==> config.mk <==
export PLATFORM = sky130hd
export DESIGN_NAME = fp_result_collector_flat
export DESIGN_NICKNAME = d
export VERILOG_FILES = /design/src/rtl/fp_pkg.sv /design/src/rtl/fp_result_collector_if.sv /design/src/rtl/fp_sync_fifo.sv /design/src/rtl/fp_result_collector.sv /design/src/flat_wrapper.sv
export SDC_FILE = /design/constraint.sdc
export NUM_CORES = 1
export LEC_CHECK = 0
export ABC_AREA = 0
export CORE_ASPECT_RATIO = 1.4
export CORE_MARGIN = 4
export CORE_UTILIZATION = 55
export CTS_CLUSTER_SIZE = 30
export DETAILED_ROUTE_END_ITERATION = 8
export PLACE_DENSITY = 0.8
export RECOVER_POWER = 50
export SLEW_MARGIN = 20
export SYNTH_ARGS = -nofsm -noshare
export SYNTH_HDL_FRONTEND = slang
export SYNTH_SLANG_ARGS = --single-unit
==> constraint.sdc <==
create_clock -name clk -period 3.15 [get_ports clk]
set_input_delay 0.63 -clock clk [delete_from_list [all_inputs] [get_ports clk]]
set_output_delay 0.63 -clock clk [all_outputs]
set_load 0.01 [all_outputs]
==> src/rtl/fp_pkg.sv <==
// Shared floating-point definitions: exception flag layout and IEEE-754 single special values.
package fp_pkg;

    localparam int FLAG_W       = 4;
    localparam int FLAG_INEXACT = 0;
    localparam int FLAG_UN      = 1;
    localparam int FLAG_OV      = 2;
    localparam int FLAG_INV     = 3;

    localparam logic [31:0] FP_NANQ  = 32'h7FC0_0000;
    localparam logic [31:0] FP_INFP  = 32'h7F80_0000;
    localparam logic [31:0] FP_INFN  = 32'hFF80_0000;
    localparam logic [31:0] FP_ZEROP = 32'h0000_0000;
    localparam logic [31:0] FP_ZERON = 32'h8000_0000;
    localparam logic [31:0] FP_ONEP  = 32'h3F80_0000;

endpackage

==> src/rtl/fp_result_collector_if.sv <==
// Result handshake bundle between fp_mul output stage, collector and downstream consumer.
interface fp_result_collector_if #(parameter int W = 32);
    import fp_pkg::*;

    logic              in_valid;
    logic              in_ready;
    logic [W-1:0]      in_data;
    logic              in_ov;
    logic              in_un;
    logic              in_inv;
    logic              in_inexact;
    logic              out_valid;
    logic              out_ready;
    logic [W-1:0]      out_data;
    logic [FLAG_W-1:0] out_flags;

    // Producer of results and consumer of the head entry, seen from outside the collector.
    modport master (
        output in_valid, in_data, in_ov, in_un, in_inv, in_inexact, out_ready,
        input  in_ready, out_valid, out_data, out_flags
    );

    modport slave (
        input  in_valid, in_data, in_ov, in_un, in_inv, in_inexact, out_ready,
        output in_ready, out_valid, out_data, out_flags
    );

endinterface

==> src/rtl/fp_sync_fifo.sv <==
// Generic synchronous FIFO with head read straight from the storage registers; push visible next cycle.
// Pushes are refused while full, pops ignored while empty; full/empty depend on registered count only.
module fp_sync_fifo #(
    parameter int DW    = 36,
    parameter int DEPTH = 4,
    parameter int AW    = 2
) (
    input  logic          clk,
    input  logic          rst,
    input  logic          push_i,
    input  logic          pop_i,
    input  logic [DW-1:0] wdata_i,
    output logic [DW-1:0] rdata_o,
    output logic          full_o,
    output logic          empty_o,
    output logic [AW:0]   count_o
);

    logic [DW-1:0] mem_q [DEPTH];
    logic [AW-1:0] wr_ptr_q, wr_ptr_d;
    logic [AW-1:0] rd_ptr_q, rd_ptr_d;
    logic [AW:0]   count_q, count_d;
    logic          push_ok;
    logic          pop_ok;

    assign full_o  = (count_q == (AW+1)'(DEPTH));
    assign empty_o = (count_q == '0);
    assign push_ok = push_i && !full_o;
    assign pop_ok  = pop_i && !empty_o;

    always_comb begin
        wr_ptr_d = wr_ptr_q;
        rd_ptr_d = rd_ptr_q;
        count_d  = count_q;
        if (push_ok) begin
            wr_ptr_d = wr_ptr_q + AW'(1);
        end
        if (pop_ok) begin
            rd_ptr_d = rd_ptr_q + AW'(1);
        end
        if (push_ok && !pop_ok) begin
            count_d = count_q + (AW+1)'(1);
        end else if (pop_ok && !push_ok) begin
            count_d = count_q - (AW+1)'(1);
        end
    end

    // Storage is cleared on reset so the head reads zero until the first push.
    always_ff @(posedge clk) begin
        if (rst) begin
            for (int i = 0; i < DEPTH; i++) begin
                mem_q[i] <= '0;
            end
            wr_ptr_q <= '0;
            rd_ptr_q <= '0;
            count_q  <= '0;
        end else begin
            if (push_ok) begin
                mem_q[wr_ptr_q] <= wdata_i;
            end
            wr_ptr_q <= wr_ptr_d;
            rd_ptr_q <= rd_ptr_d;
            count_q  <= count_d;
        end
    end

    assign rdata_o = mem_q[rd_ptr_q];
    assign count_o = count_q;

endmodule

==> src/rtl/fp_result_collector.sv <==
// Buffers fp_mul results+flags in a FIFO for a stalling consumer; 1-cycle push-to-head latency, in_ready = !full.
// FP_STICKY_FLAGS_EN adds sticky exception accumulation, flags_clr and the drop indicator.
module fp_result_collector
    import fp_pkg::*;
#(
    parameter int W     = 32,
    parameter int DEPTH = 4,
    parameter int AW    = 2
) (
    input  logic                  clk,
    input  logic                  rst,
    fp_result_collector_if.slave  bus,
    output logic [AW:0]           count,
    input  logic                  flags_clr,
    output logic [FLAG_W-1:0]     sticky_flags,
    output logic                  drop
);

    localparam int EW = W + FLAG_W;

    logic [FLAG_W-1:0] in_flags;
    logic [EW-1:0]     wr_entry;
    logic [EW-1:0]     rd_entry;
    logic              full;
    logic              empty;

    assign in_flags = {bus.in_inv, bus.in_ov, bus.in_un, bus.in_inexact};
    assign wr_entry = {in_flags, bus.in_data};

    fp_sync_fifo #(
        .DW    (EW),
        .DEPTH (DEPTH),
        .AW    (AW)
    ) u_fifo (
        .clk     (clk),
        .rst     (rst),
        .push_i  (bus.in_valid),
        .pop_i   (bus.out_ready),
        .wdata_i (wr_entry),
        .rdata_o (rd_entry),
        .full_o  (full),
        .empty_o (empty),
        .count_o (count)
    );

    assign bus.in_ready  = !full;
    assign bus.out_valid = !empty;
    assign bus.out_data  = rd_entry[W-1:0];
    assign bus.out_flags = rd_entry[EW-1:W];

`ifdef FP_STICKY_FLAGS_EN
    logic [FLAG_W-1:0] sticky_q, sticky_d;
    logic              drop_q, drop_d;
    logic              push_acc;
    logic              push_ref;

    assign push_acc = bus.in_valid && !full;
    assign push_ref = bus.in_valid && full;

    // Clear only wipes the old value: a same-cycle push still lands, and a refused push still sets drop.
    always_comb begin
        sticky_d = flags_clr ? '0 : sticky_q;
        drop_d   = flags_clr ? 1'b0 : drop_q;
        if (push_acc) begin
            sticky_d = sticky_d | in_flags;
        end
        if (push_ref) begin
            drop_d = 1'b1;
        end
    end

    always_ff @(posedge clk) begin
        if (rst) begin
            sticky_q <= '0;
            drop_q   <= 1'b0;
        end else begin
            sticky_q <= sticky_d;
            drop_q   <= drop_d;
        end
    end

    assign sticky_flags = sticky_q;
    assign drop         = drop_q;
`else
    logic unused_flags_clr;

    assign unused_flags_clr = flags_clr;
    assign sticky_flags     = '0;
    assign drop             = 1'b0;
`endif

endmodule

==> src/flat_wrapper.sv <==
// flat-port wrapper written by rule: the top's interface ports become plain ports
module fp_result_collector_flat import fp_pkg::*;
#(
    parameter int W     = 32,
    parameter int DEPTH = 4,
    parameter int AW    = 2
)
  (clk, rst, count, flags_clr, sticky_flags, drop, bus_in_valid, bus_in_data, bus_in_ov, bus_in_un, bus_in_inv, bus_in_inexact, bus_out_ready, bus_in_ready, bus_out_valid, bus_out_data, bus_out_flags);
  fp_result_collector_if #(.W(W)) bus_i ();
  input  logic clk;
  input  logic rst;
  output logic [AW:0] count;
  input  logic flags_clr;
  output logic [FLAG_W-1:0] sticky_flags;
  output logic drop;
  input wire logic [$bits(bus_i.in_valid)-1:0] bus_in_valid;
  input wire logic [$bits(bus_i.in_data)-1:0] bus_in_data;
  input wire logic [$bits(bus_i.in_ov)-1:0] bus_in_ov;
  input wire logic [$bits(bus_i.in_un)-1:0] bus_in_un;
  input wire logic [$bits(bus_i.in_inv)-1:0] bus_in_inv;
  input wire logic [$bits(bus_i.in_inexact)-1:0] bus_in_inexact;
  input wire logic [$bits(bus_i.out_ready)-1:0] bus_out_ready;
  output wire logic [$bits(bus_i.in_ready)-1:0] bus_in_ready;
  output wire logic [$bits(bus_i.out_valid)-1:0] bus_out_valid;
  output wire logic [$bits(bus_i.out_data)-1:0] bus_out_data;
  output wire logic [$bits(bus_i.out_flags)-1:0] bus_out_flags;
  assign bus_i.in_valid = bus_in_valid;
  assign bus_i.in_data = bus_in_data;
  assign bus_i.in_ov = bus_in_ov;
  assign bus_i.in_un = bus_in_un;
  assign bus_i.in_inv = bus_in_inv;
  assign bus_i.in_inexact = bus_in_inexact;
  assign bus_i.out_ready = bus_out_ready;
  assign bus_in_ready = bus_i.in_ready;
  assign bus_out_valid = bus_i.out_valid;
  assign bus_out_data = bus_i.out_data;
  assign bus_out_flags = bus_i.out_flags;
  fp_result_collector #(.W(W), .DEPTH(DEPTH), .AW(AW)) u_core (.clk(clk), .rst(rst), .bus(bus_i), .count(count), .flags_clr(flags_clr), .sticky_flags(sticky_flags), .drop(drop));
endmodule
# Word-level counts from Yosys, hierarchy flattened
# Memory sizes are Yosys's and may differ from the RTL's. A register that Yosys moved wholly into a read port is not among the register bits.
# Index checks and enable logic that the tools add are counted.
[totals]
register_bits = 7
memories = 1
out_inout_bits = 46
latch_bits = 0
wordCells = 32
mem_bits_rw = 144
rom_bits = 0
inputBits = 41
[mem_list]
columns = ["name", "words", "width", "read_ports", "rd_ports_with_merged_regs", "wr", "line_no", "text"]
rows = [
  ["u_core.u_fifo.mem_q", 4, 36, 1, 1, 4, "fp_sync_fifo.sv:19", "logic [DW-1:0] mem_q [DEPTH];"],
]
[op_classes]
n_bitwise = 0
reduce_logical = 11
magnitude_cmp = 0
n_mul = 0
n_mux = 12
n_div = 0
add_sub_neg = 4
shifts = 0
eq_ne = 1
[op_table]
columns = ["cell", "count"]
rows = [
  ["36-bit two-way mux", 1],
  ["36-bit OR reduction", 1],
  ["1-bit two-way mux", 6],
  ["2-bit two-way mux", 3],
  ["3-bit two-way mux", 2],
  ["2-bit by 1-bit adder with 2-bit output (second input constant)", 2],
  ["1-bit logical AND", 4],
  ["1-bit logical NOT", 4],
  ["3-bit by 1-bit adder with 3-bit output (second input constant)", 1],
  ["3-bit equality test (second input constant)", 1],
  ["3-bit logical NOT", 1],
  ["3-bit by 1-bit subtractor with 3-bit output (second input constant)", 1],
  ["2-bit nonzero test", 1],
]

# Logic depth before layout (Yosys ltp)
# Gate-level depths: netlist of run 1.
[depth]
word_depth = 8
ltp_mapped = 10
ltp_nobuf = 10

# Modules after synthesis
# From an unflattened synthesis of run 1, not the netlist that was laid out.
[unflattened]
cells_unflattened = 402
hier_area_um2 = 6692.7
[by_module_without_submodules]
columns = ["mod", "cells_per_inst", "seq_area_each_um2", "area_per_inst_um2", "n_inst"]
rows = [
  ["fp_sync_fifo", 394, 4504.3, 6643.9, 1],
  ["fp_result_collector", 8, 0.0, 48.8, 1],
]

# Worst setup path after synthesis of run 1
# OpenSTA, ideal clock, no wires.
[synth_timing]
kind = "register -> register"
startpoint = "reg u_core.u_fifo.count_q[0] (netlist: u_core.u_fifo.count_o[0])"
endpoint = "mem u_core.u_fifo.mem_q[1][0] (enable)"
path_stages_with_launch = 5
setup_ns = 0.437
path_slack_ns = 0.130
path_buffers = 0
t_arrival_ns = 2.583
path_cell_list = "dfxtp_1 -> nor3b_4 -> inv_2 -> nand3_1 -> o21bai_1"
[synth_rtl]
columns = ["item", "line_no", "text"]
rows = [
  ["start, declared", "fp_sync_fifo.sv:22", "logic [AW:0] count_q, count_d;"],
  ["start signal, assigned", "fp_sync_fifo.sv:63", "count_q <= count_d;"],
  ["end, declared", "fp_sync_fifo.sv:19", ""],
]

==> results.md, run 1 <==
* Status: completed
* Static Leak at 2.94 nW
* Power per cell area at 740 nW/um^2
* Post-DP Area at 7770 sq um
* 1st-pass router iterations at 4
* Final hold violations at 0
* DRC marker count from the first detailed-route iteration at 240
* Clk sinks at 153
* Largest net degree at the start of global routing at 37
* Final setup viols at 0
* Worst-path clk slew at 0.06 ns
* Min-Delay Path Depth at 2
* Fin nets at 538
* Max_slew headroom at between 10% and 20%
* Delay-heaviest family, CP: buffers and inverters
* Initial Util at 56.4%
* Core area at 11900 sq um
* Power Total at slightly above 6 mW
* Post-Syn Area at 6700 sq um
* Max H-tree Level at 4
* Peak supply drop at about 0.64 mV
* Top_reg_cell synth: edfxtp_1
* Synth async-reset ratio at 0%
* I/O pins at 87
* Root Driver: clkbuf_16
* Placer Congestion at 0.777
* Worst Path Required at 2.52 ns
* DIE AREA at 14000 sq um
* Worst-Margin Slew at approximately 1.3 ns
* Crit end category: output pin
* Die Width at 101 um
* Register bit total from synthesis at 153
* Num CTS Buffers at 17
* Post-Route WL at 13200 um
* CTS tree: done
* Global-route wire length before repair at 21000 um
* EDFF count, synth at 144
* CTS Buffer Depth at 2
* Sequential area share after synthesis at roughly 67%
* Mean post-synth cell area at 16.7 sq um
* Share of post-route cells with drive strength above 1 at 15.6%
* Cts repair resizes at 0
* Min-Delay Path Class: reg2reg
* Yosys warns at 0
* Clock skew at 0.00587 ns
* Max_cap viols at 0
* CTS hold repair buffers at 0
* Vias in the first global route at 4034
* Antenna violations before repair at 0
* Die height at 139 um
* Port bufs at 80
* Critical path buffer and inverter count at 2
* Synth cell types at 35
* Slowest stage delay, CP at 0.60 ns
* Maximum clock rate at 0.354 GHz
* Critical Path Stages at 3
* Period Utilization, post-route at between 80% and 90%
* Critical path class: reg2out
* Final Core Density at 69.2%
* Row Count at 47
* Crit path DAT at 2.20 ns
* Final ANT Viol Nets at 0
* Layout overhead on the synthesized area at 22.8%
* Vias post-DR at roughly 3.6k
* Setup bufs post-CTS at 0
* Final min period at around 2.8 ns
* Total grt overflow at 0
* Synth Instances at 401
* Worst-skew pair later-pin latency at 0.41 ns
* RSZ-0062 raised after global routing: no
* Worst setup SP type: flip-flop
* Worst path slowest cell: mux4_2
* DRC at 0
* Max FO, Critical Path at 20
* Final setup TNS at 0 ns
* Wire length per cell at 20.2 um
* DR vias/cell at between 5 and 6
* HPWL after DPL at 8010 um
* Total global-route track usage at approximately a fifth
* Final Instance Area at 8220 sq um
* Cells along the critical path: buf_4, mux4_2, clkdlybuf4s50_1
* Reg2Reg Depth at 5
* Fin. max-slew vios at 0
* # diodes at 0
[cell usage in the layout, fill, tap and decap left out, drive strengths merged, types with 2 or more instances in the layout]
master,count
edfxtp,144
and2,144
clkdlybuf4s50,79
mux4,36
clkbuf,27
dfxtp,9
buf,9
nor2,5
conb,5
inv,5
clkinv,5
or3,4
xor2,4
clkinvlp,4
bufinv,3
nand2,2
nor3,2
o21bai,2
nor4,2
o21ai,2
a21oi,2
[layout make-up]
class	instances	area (sq um)
well taps	147	184
repair buffers	97	951
flip-flops and latches	153	4510
multi-input cells	222	1980
clock inverters	13	153
clock buffers	19	433
inverters	4	15.0
fillers	807	3650
[final timing paths]
path | start | to | slack (ns)
worst max-delay path | flip-flop | bus_out_flags[3] | 0.32
worst min-delay path | u_core.u_fifo.rd_ptr_q[1] | u_core.u_fifo.rd_ptr_q[1] | 0.54
worst max register to register | u_core.u_fifo.count_o[0] | u_core.u_fifo.mem_q[1][17] | 0.46
worst min register to register | u_core.u_fifo.rd_ptr_q[1] | u_core.u_fifo.rd_ptr_q[1] | 0.54
[metal layers]
metal | global-route usage [%] | routed length [um] | vias up
met2 | 35.7 | 7560 | 101
met5 | 0 | 0 | -
met3 | 5.03 | 695 | 16
met4 | 6.09 | 188 | 0
met1 | 23.8 | 4760 | 1855
li1 | - | - | 1659
[Yosys cell counts (2+ instances only)]
library cell	count	area [sq um]
o21ai_0	2	10.0
dfxtp_1	9	180
nand2_1	2	7.51
buf_2	2	10.0
buf_4	8	60.1
a21oi_1	2	10.0
edfxtp_1	144	4320
buf_6	3	33.8
inv_1	2	7.51
clkbuf_1	9	33.8
or3_1	4	25.0
nor4_4	2	42.5
nor2_1	5	18.8
and2_1	144	901
inv_2	2	7.51
buf_1	3	11.3
o21bai_1	2	15.0
xor2_1	4	35.0
mux4_2	36	811
[stage by stage]
step	hold slack [ns]	worst slack, ns	instances
final	0.542	0.323	655
after global routing	0.593	0.212	655
after CTS	0.540	0.277	655
after detailed placement	0.525	0.411	623
after global placement	0.513	0.448	623
after floorplan	0.485	0.130	405
[power by group]
part | internal [mW] | switching [mW] | leakage [nW]
clock network | 1.24 | 0.757 | 0.277
logic | 0.841 | 0.675 | 1.09
registers | 2.48 | 0.103 | 1.57
[registers in the layout (all words and copies together), names as in the netlist, named ones only]
name / count
u_core.u_fifo.rd_ptr_q: 2
u_core.u_fifo.wr_ptr_q: 2
u_core.u_fifo.mem_q: 144
u_core.u_fifo.count_o: 3
[tightest hold or removal path, stage by stage (launching register included)]
cell and delay, ns:
dfxtp_1 0.33, xor2_1 0.07, nor2_1 0.10
[cells by family (layout without fill, tap and decap cells)]
family / after synthesis / count (layout) / share of synthesized area (%)
AOI/OAI and AO/OA: 10 / 10 / 1.03
xor gates and xnor gates: 4 / 4 / 0.523
adders and majority gates: 2 / 2 / 0.486
buffers and inverters: 30 / 133 / 2.52
DFF: 153 / 153 / 67.3
muxes: 37 / 37 / 12.3
other: 1 / 5 / 0.0560
and+or+nand+nor: 164 / 164 / 15.9
Power figures use the tool's default switching activity.
==> run 2: changes to the inputs <==
--- a/config.mk
+++ b/config.mk
@@ -8,10 +8,10 @@
 export ABC_AREA = 0
 export CORE_ASPECT_RATIO = 1.4
 export CORE_MARGIN = 4
-export CORE_UTILIZATION = 55
+export CORE_UTILIZATION = 50
 export CTS_CLUSTER_SIZE = 30
 export DETAILED_ROUTE_END_ITERATION = 8
-export PLACE_DENSITY = 0.8
+export PLACE_DENSITY = 0.76
 export RECOVER_POWER = 50
 export SLEW_MARGIN = 20
 export SYNTH_ARGS = -nofsm -noshare
==> constraint.sdc (replaced) <==
create_clock -name clk -period 2.5 [get_ports clk]
set_input_delay 0.5 -clock clk [delete_from_list [all_inputs] [get_ports clk]]
set_output_delay 0.5 -clock clk [all_outputs]
set_load 0.01 [all_outputs]
==> run 2 against run 1 <==
Effect of this change:
- clock skew grew 0.0033 ns
- global-route usage fell by 1.8 points
- design area grew 1.9%
- flip-flop and latch count stayed put
- wire length is 1.9% higher
- die area grew 9.3%
- sequential share of layout area fell by 1.0 points
- power rose by 28%
- clock power grew 33%
==> results.md, run 2 (synthesized netlist as in run 1, its figures left out) <==
* Critical path buffer and inverter count at 2 (unchanged)
* Delay-heaviest family, CP: buffers and inverters
* DRC marker count from the first detailed-route iteration at 177 (-26%)
* Wire length per cell at 19.2 um (-4.8%)
* Antenna violations before repair at 0 (unchanged)
* Clock network power share at 33.7% (+0.9 points)
* Crit end category: output pin
* Initial Util at 51.5% (-4.9 points)
* Cells along the critical path: buf_12, mux4_2, clkdlybuf4s50_1
* Worst path slowest cell: clkdlybuf4s50_1
* Non-filler instance count after layout at 701 (+7.0%)
* Fin. max-slew vios at 0 (unchanged)
* Crit path DAT at 1.91 ns (-0.29 ns)
* Max_cap viols at 0 (unchanged)
* Final setup viols at 0 (unchanged)
* Most flop-heavy register: u_core.u_fifo.mem_q
* Sw Share at 25.5% (+0.29 points)
* Max_slew headroom at 27.4% (+16 points)
* Global-route wire length before repair at 21300 um (+1.3%)
* Post-Route WL at 13500 um (+1.9%)
* Sw power at 1.99 mW (+30%)
* Num CTS Buffers at 17 (unchanged)
* Max reg flops at 144 (unchanged)
* Status: completed
* Root Driver: clkbuf_16
* Placed cell count at 659 (+5.8%)
* Core area at 13000 sq um (+9.4%)
* Pint at 5.83 mW (+28%)
* Met3 Track Usage GR at 3.78% (-1.3 points)
* 1st-pass router iterations at 4 (unchanged)
* Final hold violations at 0 (unchanged)
* Worst-skew pair later-pin latency at 0.40 ns (about the same)
* Register share of total power at 41.5% (-0.9 points)
* Most common cell after layout, fill and taps aside: edfxtp_1
* Power per cell area at 933 nW/um^2 (+26%)
* Clock skew at 0.00916 ns (+0.00329 ns)
* Hold path startpoint: u_core.u_fifo.rd_ptr_q[1]
* RSZ-0062 raised after global routing: no
* Row Count at 49 (+4.3%)
* Port bufs at 80 (unchanged)
* Max FO, Critical Path at 12 (-40%)
* Worst Path Required at 2.00 ns (-0.52 ns)
* I/O pins at 87 (unchanged)
* Period Utilization, post-route at 96.2%
* Max H-tree Level at 4 (unchanged)
* DR vias/cell at 5.25 (-5.4%)
* GR Layer Usage met2 at 32.6% (-3.1 points)
* Routing usage on met1 at 21.5% (-2.3 points)
* Vias post-DR at 3678 (+1.3%)
* Peak supply drop at 0.772 mV (+20%)
* GR peak layer: met2
* HPWL after DPL at 8140 um (+1.6%)
* Largest net degree at the start of global routing at 37 (unchanged)
* Total grt overflow at 0 (unchanged)
* Placer Congestion at 0.737 (-5.2%)
* Static Leak at 3.15 nW (+7.3%)
* Layout overhead on the synthesized area at 25.1%
* Clk sinks at 153 (unchanged)
* Total global-route track usage at 18.3% (-1.8 points)
* CTS tree: done
* Min-Delay Path Class: reg2reg
* Critical path class: reg2out
* # diodes at 0 (unchanged)
* Slowest stage delay, CP at 0.49 ns (-0.11 ns)
* Worst-path clk slew at 0.06 ns (about the same)
* Vias in the first global route at 4080 (+1.1%)
* Share of post-route cells with drive strength above 1 at 19.9% (+4.3 points)
* Worst setup SP type: flip-flop
* Maximum clock rate at ~0.42 GHz
* Worst R2R Start: u_core.u_fifo.count_o[2]
* Final setup TNS at 0 ns (unchanged)
* CTS Buffer Depth at 2 (unchanged)
* DIE AREA at 15300 sq um (+9.3%)
* Final min period at 2.41 ns
* DRC at 0 (unchanged)
* Fin nets at 553 (+2.8%)
* Logic pwr share at 24.8% (about the same)
* CTS hold repair buffers at 0 (unchanged)
* Final ANT Viol Nets at 0 (unchanged)
* Commonest cells after routing, fill and taps aside: edfxtp_1 (144), and2_1 (104), clkdlybuf4s50_1 (46)
* Die height at 145 um (+4.6%)
* Die Width at 106 um (+4.5%)
* Worst-Margin Slew at 1.09 ns (-0.235 ns)
run 2: changes by cell type in the layout (fill, tap and decap cells not counted), moves of 4 or more:
cell and change:
clkbuf_2 +7, clkdlybuf4s50_1 -33, dlygate4sd2_1 +34, and2_0 -23, clkbuf_1 -4, and2_1 +23
buf_4 +14
run 2: power groups by stage:
stage	sequential [mW]	clock, mW	combinational, mW
after floorplan	3.27	0	1.14
after global placement	3.28	0	2.04
after detailed placement	3.30	0	2.06
after CTS	3.25	2.67	1.92
after global routing	3.27	2.78	2.11
final	3.24	2.64	1.94
run 2: worst min-delay path: cells and delay by family, from the launching register on:
kind	cells	cell delay [ns]
xor gates and xnor gates	1	0.06
and+or+nand+nor	1	0.12
DFF	1	0.32
run 2: area by class of cell:
class	instances	area (sq um)
sequential	153	4510
inverter	4	15.0
tap	178	223
clock buffer	20	437
timing repair buffer	112	1010
clock inverter	12	174
fill	962	4620
multi-input combinational	222	2020
run 2: path summary, 6_finish.rpt:
kind                                endpoint  slack, ns  cells past startpoint
hold reg to reg    u_core.u_fifo.rd_ptr_q[1]       0.55                      2
setup reg to reg  u_core.u_fifo.mem_q[0][28]       0.24                      5
setup / recovery             bus_out_data[6]       0.09                      3
hold / removal     u_core.u_fifo.rd_ptr_q[1]       0.55                      2
run 2: per-layer routing:
metal  up-vias  wire length (um)
met5         -                 0
met4         0               319
met3        21               557
met2        94              7300
met1      1872              5280
li1       1691                 -
run 2: metrics by stage:
stage	total power, mW	util (%)	setup slack (ns)	hold slack, ns	instance area [sq um]
floorplan	4.41	-	0.0966	0.485	6720
global placement	5.32	60.2	0.144	0.519	7830
detailed placement	5.36	60.2	0.0493	0.533	7830
CTS	7.84	64.6	0.00164	0.543	8400
global route	8.16	64.5	0.0195	0.569	8380
finish	7.82	64.5	0.0948	0.552	8380
run 2: repair_timing:
| item | in CTS | in global routing |
|---|---|---|
| endpoints found under the hold margin | 0 | 0 |
| setup buffers | 0 | 10 |
| gates resized for setup | 34 | 0 |
| endpoints found under the setup margin | 34 | 2 |
==> run 3: changes to the inputs <==
--- a/config.mk
+++ b/config.mk
@@ -13,6 +13,7 @@
 export DETAILED_ROUTE_END_ITERATION = 8
 export PLACE_DENSITY = 0.76
 export RECOVER_POWER = 50
+export SKIP_LAST_GASP = 1
 export SLEW_MARGIN = 20
 export SYNTH_ARGS = -nofsm -noshare
 export SYNTH_HDL_FRONTEND = slang
==> run 3 against run 2 <==
Effect of this change:
- maximum frequency grew 2.5%
- utilization is 0.90 points higher
- clock skew decreased by 0.0019 ns
- die area did not move
- via count down 0.27%
- cell count fell by 1.0%
- sequential power about the same
- power up 1.0%
- combinational power increased by 3%
- count of clock-buffer cells in the layout unchanged
- highest routed layer unchanged
==> results.md, run 3 (synthesized netlist as in run 1, its figures left out) <==
* Placer Congestion at 0.737 (unchanged)
* RSZ-0062 raised after global routing: no
* Max H-tree Level at 4 (unchanged)
* Final min period at 2.35 ns (-0.0586 ns)
* Commonest cells after routing, fill and taps aside: edfxtp_1 (144), and2_1 (104), clkdlybuf4s50_1 (44)
* Layout overhead on the synthesized area at 26.9%
* Post-DP Area at 7830 sq um (unchanged)
* CTS Buffer Depth at 2 (unchanged)
* Vias post-DR at 3668 (-0.27%)
* Slack of the worst reg-to-reg path at 0.26 ns (+0.02 ns)
* Worst-path clk slew at 0.06 ns (about the same)
* CTS tree: done
* Period Utilization, post-route at 93.9% (-2.3 points)
* Min-Delay Path Class: reg2reg
* Most common cell after layout, fill and taps aside: edfxtp_1
* Crit end category: output pin
* Clock network power share at 33.5% (-0.2 points)
* Wire length per cell at 19.7 um (+2.4%)
* Post-Route WL at 13600 um (+1.4%)
* Row Count at 49 (unchanged)
* Reg2Reg Depth at 5 (unchanged)
* Max FO, Critical Path at 10 (-2)
* Worst-skew pair later-pin latency at 0.40 ns (about the same)
* Max_cap viols at 0 (unchanged)
* Total global-route track usage at 18.3% (about the same)
* Share of post-route cells with drive strength above 1 at 18.8% (-1.1 points)
* Port bufs at 80 (unchanged)
* Initial Util at 51.5% (unchanged)
* Largest net degree at the start of global routing at 37 (unchanged)
* Final setup viols at 0 (unchanged)
* Status: completed
* Sw power at 2.00 mW (+0.19%)
* Pint at 5.90 mW (+1.3%)
* DR vias/cell at 5.29 (+0.73%)
* Worst R2R Start: u_core.u_fifo.count_o[2]
* Num CTS Buffers at 17 (unchanged)
* Core area at 13000 sq um (unchanged)
* Power Total at 7.90 mW (+1.0%)
* Power per cell area at 929 nW/um^2 (-0.37%)
* Final ANT Viol Nets at 0 (unchanged)
* Max reg flops at 144 (unchanged)
* Die height at 145 um (unchanged)
* Sw Share at 25.3% (-0.21 points)
* Worst-Margin Slew at 1.09 ns (-0.00175 ns)
* Final hold violations at 0 (unchanged)
* # diodes at 0 (unchanged)
* Final Instance Area at 8500 sq um (+1.4%)
* Peak supply drop at 0.783 mV (+1.5%)
* I/O pins at 87 (unchanged)
* Worst setup SP type: flip-flop
* Worst Path Required at 2.00 ns (about the same)
* Maximum clock rate at 0.426 GHz (+2.5%)
* Clk sinks at 153 (unchanged)
* Register share of total power at 41.2% (-0.3 points)
* DRC marker count from the first detailed-route iteration at 136 (-23%)
* Static Leak at 3.49 nW (+11%)
* Vias in the first global route at 4086 (+0.15%)
* Critical path class: reg2out
* Total grt overflow at 0 (unchanged)
* Root Driver: clkbuf_16
* Crit path DAT at 1.85 ns (-0.06 ns)
* Fin. max-slew vios at 0 (unchanged)
* Fin nets at 546 (-1.3%)
* DRC at 0 (unchanged)
* Most flop-heavy register: u_core.u_fifo.mem_q
* Min-Delay Path Depth at 2 (unchanged)
* Antenna violations before repair at 0 (unchanged)
* DIE AREA at 15300 sq um (unchanged)
* Logic pwr share at 25.3% (+0.5 points)
* Final setup TNS at 0 ns (unchanged)
* Max_slew headroom at 27.6% (+0.12 points)
* Die Width at 106 um (unchanged)
* Hold path startpoint: u_core.u_fifo.rd_ptr_q[1]
* HPWL after DPL at 8140 um (unchanged)
* 1st-pass router iterations at 4 (unchanged)
* Global-route wire length before repair at 21300 um (about the same)
* Clock skew at 0.00724 ns (-0.00192 ns)
[run 3: changes by cell type in the layout (fill, tap and decap cells not counted), moves of 2 or more]
cell,previous run,this run
clkbuf_16,17,19
dlygate4sd2_1,34,0
clkdlybuf4s50_1,46,44
buf_4,19,10
dlymetal6s2s_1,0,36
[run 3: final cells by class]
class	count	area (sq um)
Clock buffer	20	437
Clock inverter	12	174
Fill cell	928	4500
Inverter	4	15.0
Multi-Input combinational cell	222	2020
Sequential cell	153	4510
Tap cell	178	223
Timing Repair Buffer	105	1120
[run 3: final timing paths]
kind,end
hold reg to reg,u_core.u_fifo.rd_ptr_q[1]
setup reg to reg,u_core.u_fifo.mem_q[0][28]
setup / recovery,bus_out_data[24]
hold / removal,u_core.u_fifo.rd_ptr_q[1]
[run 3: metal layers]
layer	up-vias	wire, um	track usage [%]
met5	-	0	0
met4	0	324	7.13
met3	18	600	3.78
met2	99	7360	32.6
met1	1869	5350	21.5
li1	1682	-	-
[run 3: repair_timing]
| action | CTS | global route |
|---|---|---|
| cloned | 0 | 2 |
| resized for setup | 0 | 37 |
| setup buffers | 0 | 1 |
| endpoints found under the setup margin | 34 | 36 |
| hold buffers | 0 | 0 |
[run 3: power by group through the flow]
stage	combinational [mW]	sequential, mW	clock (mW)
global placement	2.04	3.28	0
detailed placement	2.06	3.30	0
finish	2.00	3.26	2.64
CTS	2.07	3.25	2.67
floorplan	1.14	3.27	0
global route	2.17	3.29	2.78
[run 3: worst max-delay path, stage by stage, from the launching register on]
cell and delay (ns):
dfxtp_4 0.41, buf_4 0.14, buf_12 0.14, mux4_2 0.54, dlymetal6s2s_1 0.20
[run 3: through the flow]
| step | hold WS [ns] | setup WS [ns] | utilization, % | std cells |
|---|---|---|---|---|
| final | 0.554 | 0.153 | 65.4 | 694 |
| after global routing | 0.569 | 0.0692 | 65.4 | 694 |
| after CTS | 0.543 | -0.101 | 64.9 | 691 |
| after detailed placement | 0.533 | 0.0493 | 60.2 | 659 |
| after global placement | 0.519 | 0.144 | 60.2 | 659 |
| after floorplan | 0.485 | 0.0966 | - | 405 |
